**src/rtl/usb4_scr_pkg.sv**
```systemverilog
// Shared definitions for the USB4 lane scrambler/descrambler pair:
// LFSR geometry, seeds, block framing constants and the framing state type.
package usb4_scr_pkg;

   localparam int LFSR_W = 23;

   // Taps of x^23+x^21+x^16+x^8+x^5+x^2+1 in the left-shifting Fibonacci form
   localparam logic [LFSR_W-1:0] LFSR_TAPS  = 23'h508092;
   localparam logic [LFSR_W-1:0] SEED_LANE0 = 23'h1DBFBC;

   localparam int SCR_BLOCK_BITS = 64;
   localparam int SCR_HDR_BITS   = 2;

   typedef enum logic [1:0] {
      ST_IDLE,
      ST_HDR,
      ST_PAYLOAD
   } scr_state_t;

   function automatic logic [LFSR_W-1:0] lfsr_next(input logic [LFSR_W-1:0] l);
      return {l[LFSR_W-2:0], ^(l & LFSR_TAPS)};
   endfunction

endpackage

```
**src/rtl/usb4_descrambler_if.sv**
```systemverilog
// Serial lane bus between the deserializer side (master) and the descrambler (slave).
interface usb4_descrambler_if #(
   parameter int ERR_CNT_W = 8
);
   logic                 data_in;
   logic                 enable;
   logic                 scr_rst;
   logic                 data_out;
   logic                 valid_out;
   logic                 block_start;
   logic                 sync_err;
   logic                 descr_active;
   logic [ERR_CNT_W-1:0] sync_err_cnt;

   modport master (
      output data_in, enable, scr_rst,
      input  data_out, valid_out, block_start, sync_err, descr_active, sync_err_cnt
   );

   modport slave (
      input  data_in, enable, scr_rst,
      output data_out, valid_out, block_start, sync_err, descr_active, sync_err_cnt
   );
endinterface

```
**src/rtl/usb4_lfsr23.sv**
```systemverilog
// 23-bit Fibonacci LFSR keystream source shared by the lane scrambler and descrambler.
module usb4_lfsr23
   import usb4_scr_pkg::*;
#(
   parameter logic [LFSR_W-1:0] SEED = SEED_LANE0
) (
   input  logic clk,
   input  logic rst,
   input  logic i_load,
   input  logic i_adv,
   output logic o_key
);

   logic [LFSR_W-1:0] r_lfsr;

   always_ff @(posedge clk or posedge rst) begin
      if (rst) begin
         r_lfsr <= SEED;
      end else if (i_load) begin
         r_lfsr <= SEED;
      end else if (i_adv) begin
         r_lfsr <= lfsr_next(r_lfsr);
      end
   end

   assign o_key = r_lfsr[LFSR_W-1];

endmodule

```
**src/rtl/usb4_descrambler.sv**
```systemverilog
// Bit-serial USB4 lane descrambler: tracks 66-bit block framing, strips the
// keystream from payload bits, passes sync headers through and counts bad headers.
module usb4_descrambler
   import usb4_scr_pkg::*;
#(
   parameter logic [LFSR_W-1:0] SEED       = SEED_LANE0,
   parameter int                BLOCK_BITS = SCR_BLOCK_BITS,
   parameter int                HDR_BITS   = SCR_HDR_BITS,
   parameter int                ERR_CNT_W  = 8
) (
   input  logic               clk,
   input  logic               rst,
   usb4_descrambler_if.slave  bus
);

   localparam int BCW = $clog2(BLOCK_BITS);

   scr_state_t           r_state;
   logic [BCW-1:0]       r_bit_cnt;
   logic                 r_hdr0;
   logic                 r_data_out;
   logic                 r_valid;
   logic                 r_block_start;
   logic                 r_sync_err;
   logic                 r_active;
   logic [ERR_CNT_W-1:0] r_err_cnt;

   logic w_key;
   logic w_adv;

   function automatic logic [ERR_CNT_W-1:0] sat_inc(input logic [ERR_CNT_W-1:0] v);
      return (&v) ? v : v + 1'b1;
   endfunction

   // Keystream only advances on accepted payload bits; scr_rst wins over enable.
   assign w_adv = bus.enable && !bus.scr_rst && (r_state == ST_PAYLOAD);

   usb4_lfsr23 #(
      .SEED (SEED)
   ) u_lfsr (
      .clk    (clk),
      .rst    (rst),
      .i_load (bus.scr_rst),
      .i_adv  (w_adv),
      .o_key  (w_key)
   );

   always_ff @(posedge clk or posedge rst) begin
      if (rst) begin
         r_state       <= ST_IDLE;
         r_bit_cnt     <= '0;
         r_hdr0        <= 1'b0;
         r_data_out    <= 1'b0;
         r_valid       <= 1'b0;
         r_block_start <= 1'b0;
         r_sync_err    <= 1'b0;
         r_active      <= 1'b0;
         r_err_cnt     <= '0;
      end else begin
         r_valid       <= 1'b0;
         r_block_start <= 1'b0;
         r_sync_err    <= 1'b0;
         if (bus.scr_rst) begin
            r_state   <= ST_HDR;
            r_bit_cnt <= '0;
            r_active  <= 1'b1;
            r_err_cnt <= '0;
         end else if (bus.enable) begin
            r_valid <= 1'b1;
            case (r_state)
               ST_IDLE: begin
                  r_data_out <= bus.data_in;
               end
               ST_HDR: begin
                  r_data_out <= bus.data_in;
                  if (r_bit_cnt == BCW'(HDR_BITS - 1)) begin
                     // 00 and 11 are not legal sync headers
                     if (r_hdr0 == bus.data_in) begin
                        r_sync_err <= 1'b1;
                        r_err_cnt  <= sat_inc(r_err_cnt);
                     end
                     r_state   <= ST_PAYLOAD;
                     r_bit_cnt <= '0;
                  end else begin
                     r_block_start <= (r_bit_cnt == '0);
                     r_hdr0        <= bus.data_in;
                     r_bit_cnt     <= r_bit_cnt + 1'b1;
                  end
               end
               ST_PAYLOAD: begin
                  r_data_out <= bus.data_in ^ w_key;
                  if (r_bit_cnt == BCW'(BLOCK_BITS - 1)) begin
                     r_state   <= ST_HDR;
                     r_bit_cnt <= '0;
                  end else begin
                     r_bit_cnt <= r_bit_cnt + 1'b1;
                  end
               end
               default: begin
                  r_state   <= ST_IDLE;
                  r_bit_cnt <= '0;
               end
            endcase
         end
      end
   end

   assign bus.data_out     = r_data_out;
   assign bus.valid_out    = r_valid;
   assign bus.block_start  = r_block_start;
   assign bus.sync_err     = r_sync_err;
   assign bus.descr_active = r_active;
   assign bus.sync_err_cnt = r_err_cnt;

endmodule

```
**src/flat_wrapper.sv**
```systemverilog
// flat-port wrapper written by rule: the top's interface ports become plain ports
module usb4_descrambler_flat import usb4_scr_pkg::*;
#(
   parameter logic [LFSR_W-1:0] SEED       = SEED_LANE0,
   parameter int                BLOCK_BITS = SCR_BLOCK_BITS,
   parameter int                HDR_BITS   = SCR_HDR_BITS,
   parameter int                ERR_CNT_W  = 8
)
  (clk, rst, bus_data_in, bus_enable, bus_scr_rst, bus_data_out, bus_valid_out, bus_block_start, bus_sync_err, bus_descr_active, bus_sync_err_cnt);
  usb4_descrambler_if #(.ERR_CNT_W(ERR_CNT_W)) bus_i ();
  input  logic clk;
  input  logic rst;
  input wire logic [$bits(bus_i.data_in)-1:0] bus_data_in;
  input wire logic [$bits(bus_i.enable)-1:0] bus_enable;
  input wire logic [$bits(bus_i.scr_rst)-1:0] bus_scr_rst;
  output wire logic [$bits(bus_i.data_out)-1:0] bus_data_out;
  output wire logic [$bits(bus_i.valid_out)-1:0] bus_valid_out;
  output wire logic [$bits(bus_i.block_start)-1:0] bus_block_start;
  output wire logic [$bits(bus_i.sync_err)-1:0] bus_sync_err;
  output wire logic [$bits(bus_i.descr_active)-1:0] bus_descr_active;
  output wire logic [$bits(bus_i.sync_err_cnt)-1:0] bus_sync_err_cnt;
  assign bus_i.data_in = bus_data_in;
  assign bus_i.enable = bus_enable;
  assign bus_i.scr_rst = bus_scr_rst;
  assign bus_data_out = bus_i.data_out;
  assign bus_valid_out = bus_i.valid_out;
  assign bus_block_start = bus_i.block_start;
  assign bus_sync_err = bus_i.sync_err;
  assign bus_descr_active = bus_i.descr_active;
  assign bus_sync_err_cnt = bus_i.sync_err_cnt;
  usb4_descrambler #(.SEED(SEED), .BLOCK_BITS(BLOCK_BITS), .HDR_BITS(HDR_BITS), .ERR_CNT_W(ERR_CNT_W)) u_core (.clk(clk), .rst(rst), .bus(bus_i));
endmodule
```
**config.mk**
```make
export PLATFORM = sky130hd
export DESIGN_NAME = usb4_descrambler_flat
export DESIGN_NICKNAME = d
export VERILOG_FILES = /design/src/rtl/usb4_scr_pkg.sv /design/src/rtl/usb4_descrambler_if.sv /design/src/rtl/usb4_lfsr23.sv /design/src/rtl/usb4_descrambler.sv /design/src/flat_wrapper.sv
export SDC_FILE = /design/constraint.sdc
export NUM_CORES = 1
export LEC_CHECK = 0
export CORE_MARGIN = 2
export CORE_UTILIZATION = 30
export DETAILED_ROUTE_END_ITERATION = 8
export PLACE_DENSITY = 0.53
export SLEW_MARGIN = 20
export SYNTH_ARGS = -nofsm -noshare
export SYNTH_HDL_FRONTEND = slang
export SYNTH_SLANG_ARGS = --single-unit
```
**constraint.sdc**
```tcl
create_clock -name clk -period 2 [get_ports clk]
set_input_delay 0.4 -clock clk [delete_from_list [all_inputs] [get_ports clk]]
set_output_delay 0.4 -clock clk [all_outputs]
set_load 0.01 [all_outputs]
```
==> results by group, run 1 <==
Synthesis
  – Leading area contributor after synthesis: dfrtp_1
  – Top post-synthesis cells by area: dfrtp_1, dfstp_2, o22a_1
  – Sequential fraction of the synthesis area: 0.524
  – Post-synthesis register bit count: 45
  – Syn Nets: approximately 210
  – Syn Inst Count: approximately 200
  – Unique masters post-synth: 44
  – Mapped cell area: between 2000 and 2500 µm²
  – Synth top area share: 0.332
  – Yosys warns: 0
  – Post-Syn Area per Cell: approximately 11 µm²

Setup path
  – Worst R2R Path Depth: 6
  – Reg2reg start: u_core.r_state[1]
  – Crit path DAT: a little over 2 ns
  – CP Capture Type: register
  – Register-to-Register Setup Slack: around 0.14 ns
  – R2r endpoint: u_core.bus.sync_err_cnt[5]
  – Critical path class: register to register
  – Worst Path Required: roughly 2.2 ns
  – Crit-path max FO: 7
  – Kind of start point of the critical path: register

STA
  – Max-slew violations: 0
  – Fmax: between 500 and 600 MHz
  – Relative max-transition margin: 0.615
  – Clk_skew: 0.00545 ns
  – Final period utilization: 0.928
  – Min Clock Period, post-route: approximately 1.9 ns
  – Final setup violation count: 0
  – RSZ-0062 raised after global routing: false
  – Final setup margin: about 0.14 ns
  – Worst slew pin tran: 0.576 ns
  – Setup TNS: 0 ns
  – Final hold viol count: 0

Run status
  – Outcome: completed

Floorplanning
  – Rows: 31
  – I/O Pins: 18
  – Die area: 7990 µm²
  – Die height: between 80 and 90 µm
  – Die Width: 89.4 µm
  – Starting density of the core: 0.306
  – Area of the core: ~7100 µm²

Finish
  – Final std cells w/o fill: 330
  – Most common cell after layout, fill and taps aside: dfrtp_1
  – Most frequent cells in the layout: dfrtp_1, buf_4, clkdlybuf4s50_1
  – Fin nets: 244
  – Layout area overhead: 23.9%
  – Share of layout cells above drive strength 1: 0.225
  – Final core utilization: 0.380
  – Antenna cells: 0
  – Fin area: 2710 µm²

Route
  – Wire per inst: between 10 and 15 µm
  – Top layer in use: met4
  – Total Wirelength: roughly 4400 µm
  – Drt first pass iters: 4
  – Drt first-iter violations: about 90
  – Number of remaining DRC errors: 0
  – Wl on met1: between 2000 and 2500 µm
  – Routed length on met2: roughly 2000 µm
  – Post-route ant nets: 0
  – Vias/cell: approximately 4.8
  – DR vias: 1,575
  – Met3 wire length: approximately 140 µm

Clock tree
  – CTS tree: done
  – Clock transition at path regs: approximately 0.090 ns
  – Clk buf depth: 2
  – CTS Hold Bufs: 0
  – Clock Sinks: 45
  – Root Buffer Master: clkbuf_8
  – Resized Gates After CTS: 0
  – H-tree Lvls: 2
  – CTS buffer count: 5
  – Worst skew pair latency: approximately 0.31 ns
  – Post-CTS setup buffers: 0

Power
  – Peak supply drop: approximately 0.00033 V
  – Power Density: between 700 and 800 nW/µm²
  – P_leak: between 1 and 1.5 nW

Place
  – Post-Place Cell Area: approximately 2600 µm²
  – Post-Place Setup Slack: -0.153 ns
  – PortBufs: 17
  – Gpl congestion: ~0.75
  – Placed Cells: roughly 320
  – DP HPWL: approximately 3000 µm

Worst hold path
  – Worst hold path type: input port to asynchronous set/reset pin

GRT
  – Total track usage: 0.123
  – Vias in the first global route: 1,618
  – Largest net degree at the start of global routing: 22
  – Remaining global-route overflow: 0
  – First-pass GRT wire length: 7540 µm
  – Initial antenna violation count: 0

Job
  – Maxcap violations: 0
==> synth_stat cells <==
cell type  instances
clkbuf_1           7
o41ai_1            2
a2111o_1           1
nand3_1            6
a21o_1             1
nor2b_1            5
nand2_1           10
nand4_1            1
a32o_1             1
inv_1              9
o31ai_1            2
a21boi_0           1
or4_1              3
o2111ai_1          1
xor2_1             1
nor4b_1            1
xnor2_1            6
nand2b_1           4
o21ai_0           10
a22o_1             7
mux2_2             3
or3_1              3
a31oi_1            2
buf_4              1
nor3b_1            1
nor4_4             1
or2_2              1
a21bo_2            1
o211ai_1           2
and2_0             1
nor2_1             8
dfrtp_1           29
nand4_2            1
and2_1             2
nor4_1             1
a211oi_1           1
o22a_1            16
ha_1               9
a221o_1            1
dfstp_2           16
a21oi_1            9
and3_1             4
mux2i_1            2
or3b_1             1
==> sequential cells by signal, summed over array words and instances, names as in the netlist, 2 cells and up <==
| register | count |
|---|---|
| u_core.r_bit_cnt | 6 |
| u_core.u_lfsr.r_lfsr | 23 |
| u_core.bus.sync_err_cnt | 8 |
| u_core.r_state | 2 |
==> critical path, stage by stage, from the launching register on <==
cell and delay (ns):
dfrtp_1 0.38, inv_1 0.11, ha_1 0.21, and2_1 0.19
nand4_4 0.16, nor4_1 0.33, mux2_2 0.37
==> report_power, final <==
part           internal (W)  total [W]  switching, W
Combinational      0.000207   0.000460      0.000254
Sequential         0.000970    0.00102     0.0000457
Clock              0.000256   0.000601      0.000345
Total               0.00143    0.00208      0.000644
==> cell families (layout without fill, tap and decap cells) <==
logic type | after synthesis | in the layout | share of synthesized area
compound gates | 58 | 58 | 0.196
simple gates | 54 | 54 | 0.145
flops | 45 | 45 | 0.524
buf+inv | 17 | 53 | 0.0309
fa+ha+maj | 9 | 9 | 0.0515
xor+xnor | 7 | 7 | 0.0280
mux | 5 | 5 | 0.0246
==> area by class of cell <==
type	count	area (µm²)
clock buffers	5	68.8
multi-input cells	133	988
flip-flops and latches	45	1150
repair buffers	36	325
fillers	719	4430
inverters	9	33.8
well taps	99	124
clock inverters	3	23.8
==> worst max-delay path by stage <==
stage	startpoint	to	slack, ns	depth (start not counted)
after global placement	bus_data_in	u_core.bus.sync_err_cnt[4]	-0.14	5
after detailed placement	bus_data_in	u_core.bus.sync_err_cnt[4]	-0.15	5
final	u_core.r_state[1]	u_core.bus.sync_err_cnt[5]	0.14	6
after global routing	u_core.r_state[1]	u_core.bus.sync_err_cnt[3]	0.03	6
after CTS	u_core.r_state[1]	u_core.bus.sync_err_cnt[4]	0.07	6
after floorplan	u_core.r_bit_cnt[5]	u_core.bus.sync_err_cnt[4]	0.25	4
==> layer usage <==
| layer | up-vias | track usage |
|---|---|---|
| li1 | 782 | - |
| met1 | 765 | 0.166 |
| met2 | 23 | 0.193 |
| met3 | 5 | 0.0314 |
| met4 | 0 | 0.0448 |
| met5 | - | 0 |
==> metrics by stage <==
stage	hold WS (ns)	power [W]
global placement	0.463	0.00148
global route	0.368	0.00222
floorplan	0.451	0.00131
CTS	0.339	0.00210
finish	0.341	0.00208
detailed placement	0.473	0.00148
(Power assumes the default switching activity.)
==> run 2: changes to the inputs <==
- DONT_BUFFER_PORTS: not set -> 1
- PLACE_DENSITY: 0.53 -> 0.5
- clock period: 2 -> 1.8 ns (I/O delays scaled with it)
==> results by group, run 2 (synthesized netlist as in run 1, its figures left out) <==
STA
  – Final setup violation count: 0
  – Max-slew violations: 0
  – Final hold viol count: 0
  – Final setup margin: about 0.041 ns
  – Relative max-transition margin: 0.611
  – Worst slew pin tran: 0.584 ns
  – Setup TNS: 0 ns
  – RSZ-0062 raised after global routing: true
  – Fmax: 568 MHz
  – Final period utilization: 0.977
  – Min Clock Period, post-route: about 1.8 ns
  – Clk_skew: roughly 0.0071 ns

Clock tree
  – CTS tree: done
  – Clock transition at path regs: 0.09 ns
  – Post-CTS setup buffers: 0
  – H-tree Lvls: 2
  – Clk buf depth: 2
  – Clock Sinks: 45
  – Root Buffer Master: clkbuf_8
  – Worst skew pair latency: around 0.3 ns
  – CTS buffer count: 5

Power
  – Peak supply drop: 0.000266 V
  – Power Density: around 870 nW/µm²
  – P_leak: approximately 1.0 nW

Route
  – Post-route ant nets: 0
  – DR vias: about 1,600
  – Number of remaining DRC errors: 0
  – Vias/cell: roughly 4.9
  – Drt first pass iters: 4
  – Total Wirelength: ~4600 µm
  – Drt first-iter violations: 35
  – Wire per inst: between 10 and 15 µm

Finish
  – Fin nets: 231
  – Share of layout cells above drive strength 1: 0.289
  – Layout area overhead: 19.7%
  – Most frequent cells in the layout: dfrtp_1, buf_4, o22a_1, dfstp_2, nand2_1
  – Antenna cells: 0
  – Filler cells: around 720
  – Most flop-heavy register: u_core.u_lfsr.r_lfsr
  – Max reg flops: 23
  – Most common cell after layout, fill and taps aside: dfrtp_1

Setup path
  – Register-to-Register Setup Slack: 0.04 ns
  – Crit path DAT: roughly 2.0 ns
  – Kind of start point of the critical path: register
  – Crit-path max FO: 8
  – Worst Path Required: 1.99 ns
  – CP Capture Type: register
  – Critical path class: register to register

Place
  – Post-Place Setup Slack: -0.00983 ns
  – PortBufs: 0
  – DP HPWL: approximately 3100 µm
  – Gpl congestion: roughly 0.86

GRT
  – Vias in the first global route: 1,556
  – Largest net degree at the start of global routing: 26
  – Initial antenna violation count: 0
  – Total track usage: 0.127
  – Remaining global-route overflow: 0
  – First-pass GRT wire length: 7700 µm

Floorplanning
  – Rows: 31
  – I/O Pins: 18
  – Die height: about 90 µm
  – Area of the core: between 7000 and 8000 µm²
  – Die area: ~8000 µm²
  – Starting density of the core: 0.306
  – Die Width: between 80 and 90 µm

Worst hold path
  – Worst hold path type: input port to register

Run status
  – Outcome: completed

Job
  – Maxcap violations: 0
-- run 2: stage by stage --
stage,std cells,hold slack (ns),total power (W),cell area [µm²],utilization
2_1_floorplan,195,0.451,0.00145,2190,-
3_3_place_gp,308,0.290,0.00165,2470,0.346
3_5_place_dp,308,0.290,0.00165,2470,0.346
4_1_cts,317,0.109,0.00231,2570,0.360
5_1_grt,317,0.0905,0.00243,2620,0.367
6_report,317,0.119,0.00227,2620,0.367
-- run 2: layout make-up --
cell class                      count  area [µm²]  share of cell area
Sequential cell                    45        1150               0.438
Inverter                            9        33.8              0.0129
Tap cell                           99         124              0.0473
Timing Repair Buffer               23         204              0.0779
Clock inverter                      3        16.3             0.00621
Multi-Input combinational cell    133        1020               0.391
Clock buffer                        5        68.8              0.0263
-- run 2: final timing paths --
path | cells after the start | to | from
max | 4 | u_core.bus.sync_err_cnt[4] | u_core.r_bit_cnt[4]
max reg2reg | 4 | u_core.bus.sync_err_cnt[4] | u_core.r_bit_cnt[4]
min in group asynchronous | 2 | u_core.u_lfsr.r_lfsr[14] | rst
min | 1 | u_core.bus.sync_err_cnt[6] | bus_scr_rst
max in group asynchronous | 3 | u_core.u_lfsr.r_lfsr[4] | rst
min reg2reg | 2 | u_core.u_lfsr.r_lfsr[0] | u_core.u_lfsr.r_lfsr[0]
-- run 2: per-layer routing --
layer / track usage / up-vias / wire length (µm)
met5: 0 / - / 0
li1: - / 757 / -
met3: 0.0360 / 5 / 204
met2: 0.204 / 27 / 2160
met4: 0.0407 / 0 / 46
met1: 0.164 / 771 / 2140
-- run 2: power by group --
part / switching, W / total (W) / internal (W)
clock network: 0.000350 / 0.000620 / 0.000269
registers: 0.0000543 / 0.00113 / 0.00108
logic: 0.000276 / 0.000519 / 0.000244
total: 0.000680 / 0.00227 / 0.00159
-- run 2: worst max-delay path, cell delays in order, from the launching register on --
cell and delay, ns:
dfrtp_1 0.42, nor4_4 0.35, nand4_4 0.20, nor4b_2 0.32
mux2_2 0.35
-- run 2: what timing repair did --
action / 4_1_cts / 5_1_grt
pin swaps: 0 / 5
endpoints found under the hold margin: 7 / 0
setup endpoints to repair: 2 / 22
hold buffers: 1 / 0
resized for setup: 1 / 12
==> run 3: changes to the inputs <==
- GPL_ROUTABILITY_DRIVEN: not set -> 1
==> results of run 3 <==
No change in the layout: final DEF, timing and power equal those of run 2.
